[src/rtl/sc_row_demux_bank_pkg.sv]
// sc_row_demux_bank_pkg: shared op codes, FSM encodings and sizes for the row demux bank.
package sc_row_demux_bank_pkg;
  localparam int DATA_WIDTH = 8;
  localparam int NUM_ROWS = 10;
  localparam int SEL_WIDTH = 4;
  localparam logic [1:0] OP_LOAD = 2'b00;
  localparam logic [1:0] OP_SET = 2'b01;
  localparam logic [1:0] OP_CLR = 2'b10;
  localparam logic [1:0] OP_ROT = 2'b11;
  localparam logic [0:0] ST_IDLE = 1'b0;
  localparam logic [0:0] ST_SWEEP = 1'b1;
endpackage

[src/rtl/sc_row_demux_bank_row.sv]
// sc_row_reg: one row register with op decode, write enable and synchronous clear.
// ROT support is compiled in with SC_ROW_DEMUX_BANK_ROTATE_EN.
module sc_row_reg
  import sc_row_demux_bank_pkg::*;
(
  input  logic                  clk,
  input  logic                  rst,
  input  logic                  we,
  input  logic                  clr,
  input  logic [1:0]            op,
  input  logic [DATA_WIDTH-1:0] data,
  output logic [DATA_WIDTH-1:0] q
);
  logic [DATA_WIDTH-1:0] nxt;
`ifdef SC_ROW_DEMUX_BANK_ROTATE_EN
  always_comb
    nxt = op == OP_LOAD ? data :
          op == OP_SET  ? q | data :
          op == OP_CLR  ? q & ~data :
          data[0]       ? {q[0], q[DATA_WIDTH-1:1]} : {q[DATA_WIDTH-2:0], q[DATA_WIDTH-1]};
`else
  // op 11 never reaches a row here; the top rejects it before we is raised
  always_comb
    nxt = op == OP_LOAD ? data :
          op == OP_SET  ? q | data :
          op == OP_CLR  ? q & ~data : q;
`endif
  always_ff @(posedge clk)
    q <= (rst || clr) ? '0 : we ? nxt : q;
endmodule

[src/rtl/sc_row_demux_bank.sv]
// sc_row_demux_bank: 1-to-10 row write demux with valid/ready handshake and clear sweep FSM.
// Define SC_ROW_DEMUX_BANK_ROTATE_EN to enable op 11 (ROT); otherwise op 11 is rejected.
module sc_row_demux_bank
  import sc_row_demux_bank_pkg::*;
(
  input  logic                  SC_ROW_DEMUX_BANK_CLOCK_50,
  input  logic                  SC_ROW_DEMUX_BANK_RESET_InHigh,
  input  logic                  SC_ROW_DEMUX_BANK_valid_In,
  output logic                  SC_ROW_DEMUX_BANK_ready_Out,
  input  logic [SEL_WIDTH-1:0]  SC_ROW_DEMUX_BANK_select_InBUS,
  input  logic [1:0]            SC_ROW_DEMUX_BANK_op_InBUS,
  input  logic [DATA_WIDTH-1:0] SC_ROW_DEMUX_BANK_data_InBUS,
  input  logic                  SC_ROW_DEMUX_BANK_clear_In,
  output logic [DATA_WIDTH-1:0] SC_ROW_DEMUX_BANK_data_OutBUS_0,
  output logic [DATA_WIDTH-1:0] SC_ROW_DEMUX_BANK_data_OutBUS_1,
  output logic [DATA_WIDTH-1:0] SC_ROW_DEMUX_BANK_data_OutBUS_2,
  output logic [DATA_WIDTH-1:0] SC_ROW_DEMUX_BANK_data_OutBUS_3,
  output logic [DATA_WIDTH-1:0] SC_ROW_DEMUX_BANK_data_OutBUS_4,
  output logic [DATA_WIDTH-1:0] SC_ROW_DEMUX_BANK_data_OutBUS_5,
  output logic [DATA_WIDTH-1:0] SC_ROW_DEMUX_BANK_data_OutBUS_6,
  output logic [DATA_WIDTH-1:0] SC_ROW_DEMUX_BANK_data_OutBUS_7,
  output logic [DATA_WIDTH-1:0] SC_ROW_DEMUX_BANK_data_OutBUS_8,
  output logic [DATA_WIDTH-1:0] SC_ROW_DEMUX_BANK_data_OutBUS_9,
  output logic                  SC_ROW_DEMUX_BANK_busy_Out,
  output logic                  SC_ROW_DEMUX_BANK_error_Out
);
  logic clk, rst;
  logic [0:0] state;
  logic [SEL_WIDTH-1:0] sweepCnt;
  logic accept, badOp, reject, writeOk, errorReg;
  logic [DATA_WIDTH-1:0] rowQ [NUM_ROWS];
  assign clk = SC_ROW_DEMUX_BANK_CLOCK_50;
  assign rst = SC_ROW_DEMUX_BANK_RESET_InHigh;
  // clear takes priority over a write presented in the same cycle
  assign SC_ROW_DEMUX_BANK_ready_Out = state == ST_IDLE && !SC_ROW_DEMUX_BANK_clear_In && !rst;
  assign accept = SC_ROW_DEMUX_BANK_valid_In && SC_ROW_DEMUX_BANK_ready_Out;
`ifdef SC_ROW_DEMUX_BANK_ROTATE_EN
  assign badOp = 1'b0;
`else
  assign badOp = SC_ROW_DEMUX_BANK_op_InBUS == OP_ROT;
`endif
  assign reject = accept && (SC_ROW_DEMUX_BANK_select_InBUS >= SEL_WIDTH'(NUM_ROWS) || badOp);
  assign writeOk = accept && !reject;
  assign SC_ROW_DEMUX_BANK_busy_Out = state == ST_SWEEP;
  assign SC_ROW_DEMUX_BANK_error_Out = errorReg;
  always_ff @(posedge clk)
    if (rst) begin
      state <= ST_IDLE;
      sweepCnt <= '0;
      errorReg <= 1'b0;
    end else begin
      errorReg <= reject;
      state <= state == ST_IDLE ? (SC_ROW_DEMUX_BANK_clear_In ? ST_SWEEP : ST_IDLE)
                                : (sweepCnt == SEL_WIDTH'(NUM_ROWS - 1) ? ST_IDLE : ST_SWEEP);
      sweepCnt <= state == ST_IDLE ? '0 : sweepCnt + 1'b1;
    end
  for (genvar i = 0; i < NUM_ROWS; i++) begin : g_row
    sc_row_reg u_row (
      .clk (clk),
      .rst (rst),
      .we  (writeOk && SC_ROW_DEMUX_BANK_select_InBUS == SEL_WIDTH'(i)),
      .clr (state == ST_SWEEP && sweepCnt == SEL_WIDTH'(i)),
      .op  (SC_ROW_DEMUX_BANK_op_InBUS),
      .data(SC_ROW_DEMUX_BANK_data_InBUS),
      .q   (rowQ[i])
    );
  end
  assign SC_ROW_DEMUX_BANK_data_OutBUS_0 = rowQ[0];
  assign SC_ROW_DEMUX_BANK_data_OutBUS_1 = rowQ[1];
  assign SC_ROW_DEMUX_BANK_data_OutBUS_2 = rowQ[2];
  assign SC_ROW_DEMUX_BANK_data_OutBUS_3 = rowQ[3];
  assign SC_ROW_DEMUX_BANK_data_OutBUS_4 = rowQ[4];
  assign SC_ROW_DEMUX_BANK_data_OutBUS_5 = rowQ[5];
  assign SC_ROW_DEMUX_BANK_data_OutBUS_6 = rowQ[6];
  assign SC_ROW_DEMUX_BANK_data_OutBUS_7 = rowQ[7];
  assign SC_ROW_DEMUX_BANK_data_OutBUS_8 = rowQ[8];
  assign SC_ROW_DEMUX_BANK_data_OutBUS_9 = rowQ[9];
endmodule

[config.mk]
export PLATFORM = sky130hd
export DESIGN_NAME = sc_row_demux_bank
export DESIGN_NICKNAME = d
export VERILOG_FILES = /design/src/rtl/sc_row_demux_bank_pkg.sv /design/src/rtl/sc_row_demux_bank_row.sv /design/src/rtl/sc_row_demux_bank.sv
export SDC_FILE = /design/constraint.sdc
export NUM_CORES = 1
export LEC_CHECK = 0
export CORE_UTILIZATION = 50
export CTS_BUF_LIST = sky130_fd_sc_hd__clkbuf_8
export DETAILED_ROUTE_END_ITERATION = 8
export PLACE_DENSITY = 0.82
export RECOVER_POWER = 25
export REMOVE_ABC_BUFFERS = 1
export SYNTH_ARGS = -nofsm -noshare
export SYNTH_HDL_FRONTEND = slang
export SYNTH_SLANG_ARGS = --single-unit
[constraint.sdc]
create_clock -name SC_ROW_DEMUX_BANK_CLOCK_50 -period 2.46 [get_ports SC_ROW_DEMUX_BANK_CLOCK_50]
set_input_delay 0.246 -clock SC_ROW_DEMUX_BANK_CLOCK_50 [delete_from_list [all_inputs] [get_ports SC_ROW_DEMUX_BANK_CLOCK_50]]
set_output_delay 0.246 -clock SC_ROW_DEMUX_BANK_CLOCK_50 [all_outputs]
set_load 0.02 [all_outputs]
Word level (Yosys, flattened, before mapping). Cells that the tools add are included.

Output and inout port bits: 83. Bits of input ports: 18. Bits in registers: 86. Word-level logic and storage cells: 145.

Multiplexer cells: 33. Add/sub/neg operators: 1. Equality and inequality tests: 21. Bitwise gates (word level): 22. Reductions and logical operators: 54. $lt $le $gt $ge: 1.

Operator list (count): $mux W8 (30); $and A8 B8 Y8 (10); $or A8 B8 Y8 (10); $eq A4 B3 Y1 const B (8); $logic_and A1 B1 Y1 (25); $reduce_and A2 Y1 (10); $eq A4 B2 Y1 const B (4); $eq A4 B4 Y1 const B (4); $logic_or A1 B1 Y1 (11); $eq A4 B1 Y1 const B (2); $logic_not A4 Y1 (2); $not A8 Y8 (1); $add A4 B1 Y4 const B (1); $eq A2 B2 Y1 const B (2); $ge A4 B4 Y1 const B (1); $logic_not A1 Y1 (3); $mux W1 (3); $reduce_bool A3 Y1 (1); $eq A2 B1 Y1 const B (1); $logic_not A2 Y1 (1); $reduce_or A2 Y1 (1); $not A1 Y1 (1).

Longest topological paths before layout.
Depth after elaboration: 9. Gate-level depth with buffers: 8. Depth with buffers taken out: 5.

Modules after synthesis. A second synthesis with hierarchy kept.

Cell total of the unflattened synthesis: 354. Area total of the unflattened synthesis: 3784.9 sq um.

By module, submodules not included: sc_row_reg (times used 10, seq. area each 160.2 sq um, cells each 29, area an instance 325.3 sq um); sc_row_demux_bank (times used 1, seq. area each 120.1 sq um, cells each 64, area an instance 531.8 sq um).

Worst setup path after synthesis. OpenSTA, ideal clock, no wires.

Path type: reg-to-reg. Start: register state, in the netlist SC_ROW_DEMUX_BANK_busy_Out. End: register (tool-made name). Buffers on the path: 4. Setup time: 130 ps. Arrival time: 2072 ps. Required time: 2330 ps. Period minus slack after synthesis: 2202 ps. Cell stages (with the launch flop): 9. Path slack: 258 ps. Path through: dfxtp_1 -> buf_6 -> or4b_1 -> buf_2 -> or3_4 -> buf_6 -> buf_6 -> o31ai_1 -> a21oi_1.

RTL lines: from (decl) (line sc_row_demux_bank.sv:28) `logic [0:0] state;`; from (signal assigned) (line sc_row_demux_bank.sv:53) `state <= state == ST_IDLE ? (SC_ROW_DEMUX_BANK_clear_In ? ST_SWEEP : ST_IDLE)`.

==> qor.txt <==
Core area = 7210 sq um
Post-DP HPWL = 8.66 mm
H-tree Lvls = 3
Slew HR = 51.4%
Vias in the first global route = 3,557
Non-filler cells in the finished layout = 646
Largest net degree at the start of global routing = 21
Die X = 88.3 um
DP Area = 4930 sq um
DR vias = 3,962
CTS Hold Buffers Added = 0
Final min period = 2.18 ns
Mean Syn Cell Area = 8.69 sq um
Post-synth EDFFs = 0
Final setup margin = 0.278 ns
NumNets Final = 564
Cell area after synthesis = 3730 sq um
Clock Path Buffers = 2
Root buffer cell = clkbuf_8
Die ar. = 7800 sq um
CP startpoint kind = primary input
Die Y = 88.3 um
Worst-Skew Late Latency = 0.36 ns
Pwr dens = 555 nW/um^2
Initial core utilization = 51.7%
Share of the synthesized area in the top cell type = 46.2%
Row count = 31
Hold Path Class = reg2reg
Worst-margin pin slew = 0.728 ns
Clock-pin slew on the worst setup and hold paths = 0.09 ns
Leakage = 0.00186 uW
Placer congestion estimate = 1.01
Crit path max fanout = 7
Kind of critical path = in2reg
Post-CTS Setup Inserts = 0
Diode count = 0
Ys async rst share = 0%
Status = complete, no violations
Fin area = 5170 sq um
Count of state elements after synthesis = 86
Part of the Yosys area used for sequential elements = 46.2%
Final worst-path cycle share = 88.7%
Ys flop type = dfxtp_1
Num Clock Sinks = 86
Total grt overflow = 0
Vias per cell = 6.13
Post-CTS resize count = 0
IO Port Bufs = 100
Crit path max-delay family = simple AND/OR/NAND/NOR gates
Critical path required time = 2.74 ns
Wire per inst = 18.6 um
CP Capture Type = flop
RSZ-0062 raised after global routing = false
CTS tree = yes
Initial antenna violation count = 0
Ports = 101
Peak supply drop = 0.350 mV
DR iter-0 viols = 524
CP max stage delay = 0.63 ns
Layout Area Growth over Synthesis = 38.8%
Max Cap Viol = 0
GRT Total Usage = 31.5%
Cells along the critical path = dlygate4sd3_1 -> or4b_1 -> buf_4 -> nor4_4 -> nand2_1 -> a21oi_1
Total CTS buffers = 9
First-pass GRT wire length = 18.4 mm
Placed cells = 630
Routed Wire Length = 12.0 mm
Post-route ant nets = 0
Post-synth cell types = 38
Fmax = 458 MHz
Max-slew violation count = 0
Slowest stage cell, crit path = or4b_1
Sum Neg Setup Slack = 0 ns
Final Hold Fails = 0
Share of cells above drive strength 1 = 10.4%
Remaining DRCs = 0
Worst Path Arrival = 2.46 ns
Synth top area cells = dfxtp_1, nand2_1, a21oi_1
Buf/Inv on CP = 2
Clock Skew = 0.00720 ns
Warnings, synthesis = 0
Area leader, netlist = dfxtp_1
Final setup viols = 0
First-pass DRT Iterations = 5
Synthesized instance count = 429
Pre-CTS WS = 0.0621 ns
[Yosys cell counts (2+ instances only)]
| cell | count |
|---|---|
| a21boi_0 | 4 |
| a21o_1 | 5 |
| a21oi_1 | 52 |
| a32o_1 | 25 |
| and2_1 | 3 |
| buf_1 | 2 |
| buf_2 | 4 |
| buf_4 | 2 |
| buf_6 | 3 |
| clkbuf_1 | 15 |
| dfxtp_1 | 86 |
| ha_1 | 4 |
| inv_1 | 4 |
| nand2_1 | 71 |
| nand2b_1 | 5 |
| nand3_1 | 14 |
| nand3b_1 | 2 |
| nand4_1 | 4 |
| nor2_1 | 19 |
| nor2b_1 | 11 |
| nor3_1 | 6 |
| nor4_4 | 6 |
| o211ai_1 | 3 |
| o21ai_0 | 46 |
| o31ai_1 | 14 |
| or2_2 | 7 |
[layer usage]
layer  vias up  part of all wire [%]  track usage, %
met1      1852                    40            41.4
met5         -                     0               0
li1       1777                     -               -
met4         0                   3.5            15.4
met3        52                    10            5.50
met2       281                    46            50.2
[per-stage QoR]
step                util, %  hold WS [ns]  total power (uW)
floorplan                 -         0.372              1540
global placement       68.3         0.452              1680
detailed placement     68.3         0.465              1680
CTS                    71.8         0.477              2850
global route           71.7         0.489              2930
finish                 71.7         0.470              2870
[final timing paths]
kind	end	cells past startpoint	slack, ns	startpoint
max	flop	6	0.28	SC_ROW_DEMUX_BANK_RESET_InHigh
min	flop	2	0.47	flop
max reg2reg	flop	5	0.36	SC_ROW_DEMUX_BANK_busy_Out
min reg2reg	flop	2	0.47	flop
[placed cells by master (no fill, tap or decap), drive strengths merged, types with 5 or more instances in the layout]
master	n
nand2	71
o31ai	14
nand3	14
nand2b	5
nor2b	11
nor4	6
a21oi	52
a32o	25
or2	7
o21ai	46
nor2	19
a21o	5
clkbuf	11
buf	27
clkdlybuf4s50	63
dfxtp	86
dlygate4sd3	37
inv	5
nor3	7
[power by group]
group          switching [uW]  total [uW]  leakage, uW  internal (uW)
Clock                     510        1210     0.000124            700
Sequential               3.76        1400     0.000693           1400
Combinational             173         260      0.00105           87.1
Total                     687        2870      0.00186           2180
[cell type report]
type | instances | area, sq um
fill | 548 | 2040
tap | 99 | 124
multi-input combinational | 313 | 1860
clock inverter | 6 | 110
sequential | 86 | 1720
inverter | 4 | 15.0
clock buffer | 10 | 138
timing repair buffer | 128 | 1210
[worst min-delay path, cell delays in order, from the launching register on]
cell and delay, ns:
dfxtp_1 0.32, o31ai_1 0.06, a21oi_1 0.05
[logic make-up (layout without fill, tap and decap cells)]
| group | after synthesis | after routing | share of synthesized area, % |
|---|---|---|---|
| DFF | 86 | 86 | 46.2 |
| AOI/OAI and AO/OA | 153 | 153 | 26.0 |
| xor gates and xnor gates | 2 | 2 | 0.470 |
| and+or+nand+nor | 154 | 154 | 22.1 |
| buffers and inverters | 30 | 148 | 3.96 |
| adders and majority gates | 4 | 4 | 1.34 |
Note: power is estimated with default switching activity, not from simulation.
